===== config.mk =====
export PLATFORM = sky130hd
export DESIGN_NAME = square_wave_gen
export DESIGN_NICKNAME = d
export VERILOG_FILES = /design/src/rtl/sqgen_pkg.sv /design/src/rtl/sqgen_bit_src.sv /design/src/rtl/square_wave_gen.sv
export SDC_FILE = /design/constraint.sdc
export NUM_CORES = 1
export LEC_CHECK = 0
export CAP_MARGIN = 10
export CELL_PAD_IN_SITES_DETAIL_PLACEMENT = 0
export CELL_PAD_IN_SITES_GLOBAL_PLACEMENT = 1
export CORE_ASPECT_RATIO = 0.75
export CORE_MARGIN = 2
export CORE_UTILIZATION = 29
export DETAILED_ROUTE_END_ITERATION = 10
export HOLD_SLACK_MARGIN = 0.08
export PLACE_DENSITY_LB_ADDON = 0.1
export SLEW_MARGIN = 20
export SYNTH_ARGS = -nofsm -noshare
export SYNTH_HDL_FRONTEND = slang
export SYNTH_SLANG_ARGS = --single-unit

===== constraint.sdc =====
create_clock -name clk -period 3.8 [get_ports clk]
set_clock_uncertainty 0.15 [all_clocks]
set_input_delay 0.76 -clock clk [delete_from_list [all_inputs] [get_ports clk]]
set_output_delay 0.76 -clock clk [all_outputs]
set_load 0.02 [all_outputs]

===== src/rtl/sqgen_pkg.sv =====
// Shared types and constants for the square-wave test-stimulus generator.
// PRBS7 constants are used only when SQGEN_PRBS_EN is defined.
package sqgen_pkg;

  typedef enum logic [1:0] {
    IDLE = 2'd0,
    RUN  = 2'd1,
    FIN  = 2'd2
  } state_t;

  // PRBS7 x^7 + x^6 + 1, shift-left Fibonacci form; output taken from bit 6
  localparam logic [6:0] PRBS7_SEED  = 7'h7F;
  localparam int         PRBS7_TAP_A = 6;
  localparam int         PRBS7_TAP_B = 5;

  localparam int MIN_PERIOD = 1;

  function automatic logic [6:0] prbs7_step(input logic [6:0] s);
    return {s[5:0], s[PRBS7_TAP_A] ^ s[PRBS7_TAP_B]};
  endfunction

endpackage


===== src/rtl/sqgen_bit_src.sv =====
// Symbol source: LSB-first rotating pattern, plus a PRBS7 when SQGEN_PRBS_EN is defined.
// load_sym is the symbol that will be current immediately after a load.
module sqgen_bit_src
  import sqgen_pkg::*;
#(
  parameter int PAT_WIDTH = 16
) (
  input  logic                 clk,
  input  logic                 rst_n,
  input  logic                 load,
  input  logic                 advance,
`ifdef SQGEN_PRBS_EN
  input  logic                 prbs_sel,
`endif
  input  logic [PAT_WIDTH-1:0] pattern,
  output logic                 sym,
  output logic                 load_sym
);

  logic [PAT_WIDTH-1:0] pat_q;

  // load and advance together: the loaded symbol was consumed by the start-cycle sample
  always_ff @(posedge clk or negedge rst_n) begin
    if (!rst_n) begin
      pat_q <= '0;
    end else if (load) begin
      pat_q <= advance ? {pattern[0], pattern[PAT_WIDTH-1:1]} : pattern;
    end else if (advance) begin
      pat_q <= {pat_q[0], pat_q[PAT_WIDTH-1:1]};
    end
  end

`ifdef SQGEN_PRBS_EN
  logic [6:0] prbs_q;
  logic       sel_q;

  always_ff @(posedge clk or negedge rst_n) begin
    if (!rst_n) begin
      prbs_q <= PRBS7_SEED;
      sel_q  <= 1'b0;
    end else if (load) begin
      sel_q  <= prbs_sel;
      prbs_q <= advance ? prbs7_step(PRBS7_SEED) : PRBS7_SEED;
    end else if (advance) begin
      prbs_q <= prbs7_step(prbs_q);
    end
  end

  assign sym      = sel_q ? prbs_q[6] : pat_q[0];
  assign load_sym = prbs_sel ? PRBS7_SEED[6] : pattern[0];
`else
  assign sym      = pat_q[0];
  assign load_sym = pattern[0];
`endif

endmodule


===== src/rtl/square_wave_gen.sv =====
// Two-level sample generator: CNT_NUM samples per start, symbol held bit_period clocks.
// Optional PRBS7 symbol source and prbs_sel port under SQGEN_PRBS_EN.
module square_wave_gen
  import sqgen_pkg::*;
#(
  parameter int          OUT_WIDTH = 18,
  parameter int          CNT_WIDTH = 32,
  parameter logic [31:0] CNT_NUM   = 32'd6000,
  parameter int          PAT_WIDTH = 16
) (
  input  logic                        clk,
  input  logic                        rst_n,
  input  logic                        start,
  input  logic        [CNT_WIDTH-1:0] bit_period,
  input  logic signed [OUT_WIDTH-1:0] amp_hi,
  input  logic signed [OUT_WIDTH-1:0] amp_lo,
  input  logic        [PAT_WIDTH-1:0] pattern,
`ifdef SQGEN_PRBS_EN
  input  logic                        prbs_sel,
`endif
  output logic signed [OUT_WIDTH-1:0] dat,
  output logic                        dat_valid,
  output logic                        bit_out,
  output logic        [CNT_WIDTH-1:0] edge_cnt,
  output logic                        busy,
  output logic                        done
);

  localparam logic [CNT_WIDTH-1:0] LAST_IDX = CNT_WIDTH'(CNT_NUM - 32'd1);
  localparam logic [CNT_WIDTH-1:0] MIN_PER  = CNT_WIDTH'(MIN_PERIOD);

  state_t                      st, st_nxt;
  logic        [CNT_WIDTH-1:0] per_q, sc, tmr;
  logic signed [OUT_WIDTH-1:0] amp_hi_q, amp_lo_q;
  logic                        emit;
  logic                        sym, load_sym, sym_now;
  logic        [CNT_WIDTH-1:0] per_in, per_sel, pos;
  logic                        wrap, adv;
  logic signed [OUT_WIDTH-1:0] hi_sel, lo_sel;

  // The start cycle itself emits sample 0 from the new configuration, so a
  // restart mid-run keeps dat_valid continuous.
  always_comb begin
    st_nxt = st;
    emit   = 1'b0;
    case (st)
      IDLE: st_nxt = IDLE;
      RUN: begin
        if (sc == LAST_IDX) st_nxt = FIN;
        else                emit   = 1'b1;
      end
      FIN:     st_nxt = IDLE;
      default: st_nxt = IDLE;
    endcase
    if (start) begin
      st_nxt = RUN;
      emit   = 1'b1;
    end
  end

  assign per_in  = (bit_period == '0) ? MIN_PER : bit_period;
  assign per_sel = start ? per_in : per_q;
  assign pos     = start ? '0 : tmr;
  assign wrap    = (pos == per_sel - MIN_PER);
  assign adv     = emit && wrap;
  assign sym_now = start ? load_sym : sym;
  assign hi_sel  = start ? amp_hi : amp_hi_q;
  assign lo_sel  = start ? amp_lo : amp_lo_q;

  sqgen_bit_src #(
    .PAT_WIDTH(PAT_WIDTH)
  ) u_bit_src (
    .clk     (clk),
    .rst_n   (rst_n),
    .load    (start),
    .advance (adv),
`ifdef SQGEN_PRBS_EN
    .prbs_sel(prbs_sel),
`endif
    .pattern (pattern),
    .sym     (sym),
    .load_sym(load_sym)
  );

  always_ff @(posedge clk or negedge rst_n) begin
    if (!rst_n) begin
      st        <= IDLE;
      per_q     <= MIN_PER;
      amp_hi_q  <= '0;
      amp_lo_q  <= '0;
      sc        <= '0;
      tmr       <= '0;
      edge_cnt  <= '0;
      dat       <= '0;
      dat_valid <= 1'b0;
      bit_out   <= 1'b0;
      busy      <= 1'b0;
      done      <= 1'b0;
    end else begin
      st   <= st_nxt;
      busy <= (st_nxt == RUN);
      done <= (st_nxt == FIN);
      if (start) begin
        per_q    <= per_in;
        amp_hi_q <= amp_hi;
        amp_lo_q <= amp_lo;
        sc       <= '0;
        edge_cnt <= '0;
      end else if (emit) begin
        sc <= sc + CNT_WIDTH'(1);
        // bit_out still holds the previously emitted symbol here
        if (sym_now != bit_out) edge_cnt <= edge_cnt + CNT_WIDTH'(1);
      end
      if (emit) tmr <= wrap ? '0 : pos + CNT_WIDTH'(1);
      dat       <= emit ? (sym_now ? hi_sel : lo_sel) : '0;
      dat_valid <= emit;
      bit_out   <= emit & sym_now;
    end
  end

endmodule


Word level (Yosys, flattened, before mapping). Cells that the tools add are included. Widths: inputs -> output; s select.

Register bits after elaboration: 204. Latch bits: 0. RAM bits: 0. Memory bits (read-only): 0. Bits of input ports: 87. Output and inout bits: 54. Word-level logic and storage cells: 53. Memories: 0.

Add/subtract/negate cells: 4. $mul: 0. Div/mod/pow operators: 0. Order comparisons: 0. Eq/ne operators: 6. Shifts and indexed selects: 0. Muxes and demuxes: 23. Bitwise gates (word level): 1. Reductions and logical operators: 6.

Operator list (count): $mux 32 (9); $add 32x1->32 const B (3); $mux 18 (4); $mux 16 (3); $eq 32x13->1 const B (1); $eq 32x32->1 (1); $logic_not 32->1 (1); $sub 32x1->32 const B (1); $mux 2 (3); $reduce_bool 2->1 (3); $eq 2x1->1 const B (2); $mux 1 (4); $eq 2x2->1 const B (1); $reduce_and 2->1 (1); $and 1x1->1 (1); $logic_and 1x1->1 (1); $ne 1x1->1 (1).

Longest topological paths before layout.
Word-level depth: 8. Gate-level depth with buffers: 23.

Cells and area by module. Synthesis repeated with hierarchy kept, for this count alone.

Cells, all modules: 1131. Area, all modules: 11483.5 µm².

By module, submodules not included: square_wave_gen (times used 1, cells an instance 1094, area each 10651.5 µm², seq. area each 4705.8 µm²); sqgen_bit_src (times used 1, cells an instance 37, area each 832.0 µm², seq. area each 400.4 µm²).

Least setup slack after synthesis. No wires, ideal clock.

Path kind: input to register. Start: input start. End: register tmr[2]. Library setup time: 120 ps. Arrival: 5580 ps. Slack: -2050 ps. Stages on the path: 23. Path through: buf_2 -> buf_2 -> buf_2 -> buf_2 -> buf_4 -> buf_2 -> buf_1 -> buf_1 -> clkbuf_1 -> mux2i_1 -> ha_1 -> a22oi_1 -> o21ai_0 -> nand2_1 -> o21ai_0 -> or4_1 -> or4_4 -> nor4_4 -> and2_1 -> buf_6 -> buf_6 -> nor2_1 -> a31o_1.

Word-level cells in the longest chain between the ends: 4.

RTL lines: start, declared (line square_wave_gen.sv:13) `input logic start,`; $mux 32; $sub 32x1->32 (line square_wave_gen.sv:64) `assign wrap = (pos == per_sel - MIN_PER);`; $eq 32x32->1 (line square_wave_gen.sv:64); $mux 32 (line square_wave_gen.sv:114) `if (emit) tmr <= wrap ? '0 : pos + CNT_WIDTH'(1);`; end signal, assigned (line square_wave_gen.sv:114); end, declared (line square_wave_gen.sv:33) `logic [CNT_WIDTH-1:0] per_q, sc, tmr;`.

Several ways; a longest one is shown, not always the timed one. A chain may end at the register's enable or synchronous reset.

Worst setup path after layout.
Start: input bit_period[3]. End: register tmr[6].

Word-level cells in the longest chain between the ends: 6.

RTL lines: start, declared (line square_wave_gen.sv:14) `input logic [CNT_WIDTH-1:0] bit_period,`; $logic_not 32->1 (line square_wave_gen.sv:61) `assign per_in = (bit_period == '0) ? MIN_PER : bit_period;`; $mux 32 (line square_wave_gen.sv:61); $mux 32; via per_sel[0] (line square_wave_gen.sv:37) `logic [CNT_WIDTH-1:0] per_in, per_sel, pos;`; $sub 32x1->32 (line square_wave_gen.sv:64); $eq 32x32->1 (line square_wave_gen.sv:64); $mux 32 (line square_wave_gen.sv:114).

The timed path passes the listed nets, and every way through them passes these cells.

==> impl_results.md <==
- Worst-path clk slew: 0.06 ns
- Final #Nets: 1633
- Utilization after layout: between 40% and 50%
- Share of post-route cells with drive strength above 1: approximately 28%
- # diodes: 0
- GR Overflow Total: 0
- Initial antenna violation count: 0
- Commonest non-fill, non-tap cell in the layout: buf_4
- CTS Buf Count: 24
- Detail Route Antenna Nets: 0
- Critical Path End Type: flop
- YS warnings: 0
- GRT Util Overall: 17.5%
- LEAKAGE: 7.15 nW
- Yosys cell types: 71
- Mapped cell area: 11300 µm²
- Hold Fails Final Rpt: 0
- Power Total: 5.76 mW
- Worst hold path class: input port to asynchronous set/reset pin
- Clk Latency, worst-skew pair: 0.53 ns
- Die H: 175 µm
- Final cycle utilization of the critical path: 117%
- Slew HR: 44.9%
- Root Driver: clkbuf_16
- Slew of the pin with the lowest slew margin: 0.826 ns
- Final cell count without fillers: 2071
- DIE WIDTH: 232 µm
- Post-synth ARST share: 100%
- Area grow syn2layout: 45.4%
- Avg Cell Area, Syn: roughly 9.5 µm²
- DR DRC count: 0
- Starting Density: approximately 29%
- Crit path largest cell delay: 0.55 ns
- Hold Buf Count CTS: 0
- Initial DRT Pass Iterations: 5
- Largest family of logic cells by synthesized area: simple AND/OR/NAND/NOR gates
- Final-report setup violation count: 48
- Initial DRC Count: around 570
- Mux cell area share after synthesis: between 10% and 20%
- Drt total wl: 35600 µm
- Adder-cell share of the synthesized area: less than 1%
- CP delay by family, top: simple AND/OR/NAND/NOR gates
- Vias in the first global route: 10000
- Arrival @ worst endpoint: 4.70 ns
- RSZ-0062 raised after global routing: true
- Placed insts: 1975
- Power Density: 352 nW/µm²
- Buffers & Inverters on Critical Path: 7
- CP Data Required Time: 4.06 ns
- Synth Area in Compound Gates: 10.1%
- Max_cap viols: 0
- Synthesis-stage register bit count: 204
- Largest net degree at the start of global routing: 92
- Num rows: just over 60
- Fillers: about 3800
- Critical path launch point type: input port
- Core ar.: about 38000 µm²
- Failing checks: setup timing
- First-pass GRT wire length: ~57000 µm
- Status: complete, but fails checks
- Final max-slew violation count: 0
- Clock net sink count: around 200
- Mapped Cells: 1190
- HPWL after DPL: 24800 µm
- IO Port Bufs: 140
- Xor/xnor cell area share of the yosys netlist: approximately 7.6%
- Most used cell along the critical path: buf_4
- DR WL/cell: roughly 17 µm
- Most frequent cells in the layout: 204 x buf_4, 203 x dfrtp_1, 143 x nor2_1
- CP cell instances: buf_6, or4_4, nor4_4, buf_4, a31oi_4, a21oi_2, buf_4, inv_4, ha_4, buf_4, xor2_1, or4_1, or4_4, nor4_4, and2_4, buf_12, buf_8, nor4_2, a211o_1
- Mapped Nets: roughly 1300
- Setup WS post-layout: -0.640 ns
- CTS tree: yes
- Synth Flop Type: dfrtp_1
- Worst path slowest cell: or4_4
- Worst-path maximum fanout: 6
- Top Ports: ~140
- Setup WS pre-CTS: -1.70 ns
- Sequential share of the synthesized area: 45.3%
- # H-tree levels: 1
- Via count: 9969
- Crit path kind: input port to flop
- Peak supply drop: around 0.0003 V
- Fin crit period: 4.44 ns
- Number of synthesized flops with an enable pin: 0
- Clock Path Buffers: 3
- Vias per Instance: 4.81
- Sum Neg Setup Slack: -26.83 ns
- Fmax: 225 MHz
- DIE AREA: 40500 µm²
- Routability Congestion: 0.805
- Synth Area in Simple Gates: 21.9%
[registers in the layout, summed over array words and instances, names as in the netlist, 2 cells and up]
signal,cells
amp_hi_q,18
amp_lo_q,18
dat,18
edge_cnt,32
per_q,32
sc,32
st,2
tmr,32
u_bit_src.pat_q,16
[metrics by stage]
stage / hold WS [ns] / area (µm²)
5_1_grt: 0.141 / 16400
3_5_place_dp: 0.335 / 14700
2_1_floorplan: 0.295 / 11400
4_1_cts: 0.119 / 16100
6_report: 0.0811 / 16400
3_3_place_gp: 0.331 / 14700
[layer usage]
metal | vias to the layer above | GRT usage [%] | routed length (µm) | part of all wire, %
li1 | 4947 | - | - | -
met1 | 4842 | 27.4 | 18800 | 53
met2 | 145 | 25.7 | 15000 | 42
met3 | 35 | 2.37 | 1210 | 3.4
met4 | 0 | 3.02 | 561 | 1.6
met5 | - | 0 | 0 | 0
[cell usage after synthesis, types with 4 or more instances]
cell type,instances,area [µm²]
a21boi_0,4,30.0
a21oi_1,33,165
a31oi_1,5,31.3
and2_1,6,37.5
and3_1,28,175
and4_1,8,70.1
buf_1,11,41.3
buf_2,12,60.1
buf_6,4,45.0
clkbuf_1,29,109
dfrtp_1,203,5080
ha_1,4,50.1
inv_1,32,120
mux2_2,56,631
mux2i_1,62,621
nand2_1,104,390
nand3_1,43,215
nand4_1,32,200
nor2_1,145,544
nor2b_1,22,138
nor3_1,29,145
nor4_1,26,163
nor4b_1,7,61.3
o21ai_0,72,360
o21ai_1,7,35.0
o22ai_1,5,31.3
o2bb2ai_1,12,105
o31ai_1,9,67.6
or2_2,4,25.0
or3_1,15,93.8
or4_1,6,45.0
xnor2_1,43,377
xor2_1,55,482
[cell families (layout without fill, tap and decap cells)]
family,count (synthesis),in the layout
flops,204,204
fa+ha+maj,4,4
compound gates,184,184
mux,118,118
buf+inv,91,460
xor+xnor,98,98
simple gates,491,491
[final cells by class]
type / count / area [µm²] / share of cell area (%)
Clock buffer: 36 / 687 / 4.19
Clock inverter: 7 / 135 / 0.825
Inverter: 32 / 123 / 0.748
Multi-Input combinational cell: 895 / 6200 / 37.8
Sequential cell: 204 / 5110 / 31.2
Tap cell: 512 / 641 / 3.91
Timing Repair Buffer: 385 / 3490 / 21.3
[timing repair]
action	in CTS	in global routing
gates cloned	2	1
gates resized for setup	119	92
setup endpoints to repair	48	48
setup buffers	40	16
pin swaps	37	36
[worst paths after layout]
| check | cells after the start | endpoint | slack (ns) | startpoint |
|---|---|---|---|---|
| max reg2reg | 15 | tmr[6] | -0.03 | per_q[1] |
| max | 19 | tmr[6] | -0.64 | bit_period[3] |
| min reg2reg | 1 | amp_lo_q[17] | 0.34 | amp_lo_q[17] |
| max in group asynchronous | 2 | sc[4] | 2.62 | rst_n |
| min | 1 | per_q[1] | 0.08 | rst_n |
| min in group clk | 1 | amp_lo_q[17] | 0.34 | amp_lo_q[17] |
[power by group]
group / leakage (nW) / internal (mW) / switching [mW] / total (mW)
Sequential: 2.59 / 2.31 / 0.0777 / 2.38
Clock: 0.401 / 1.51 / 0.957 / 2.47
Combinational: 4.16 / 0.465 / 0.442 / 0.907
Total: 7.15 / 4.29 / 1.48 / 5.76
Note: power is estimated with default switching activity, not from simulation.
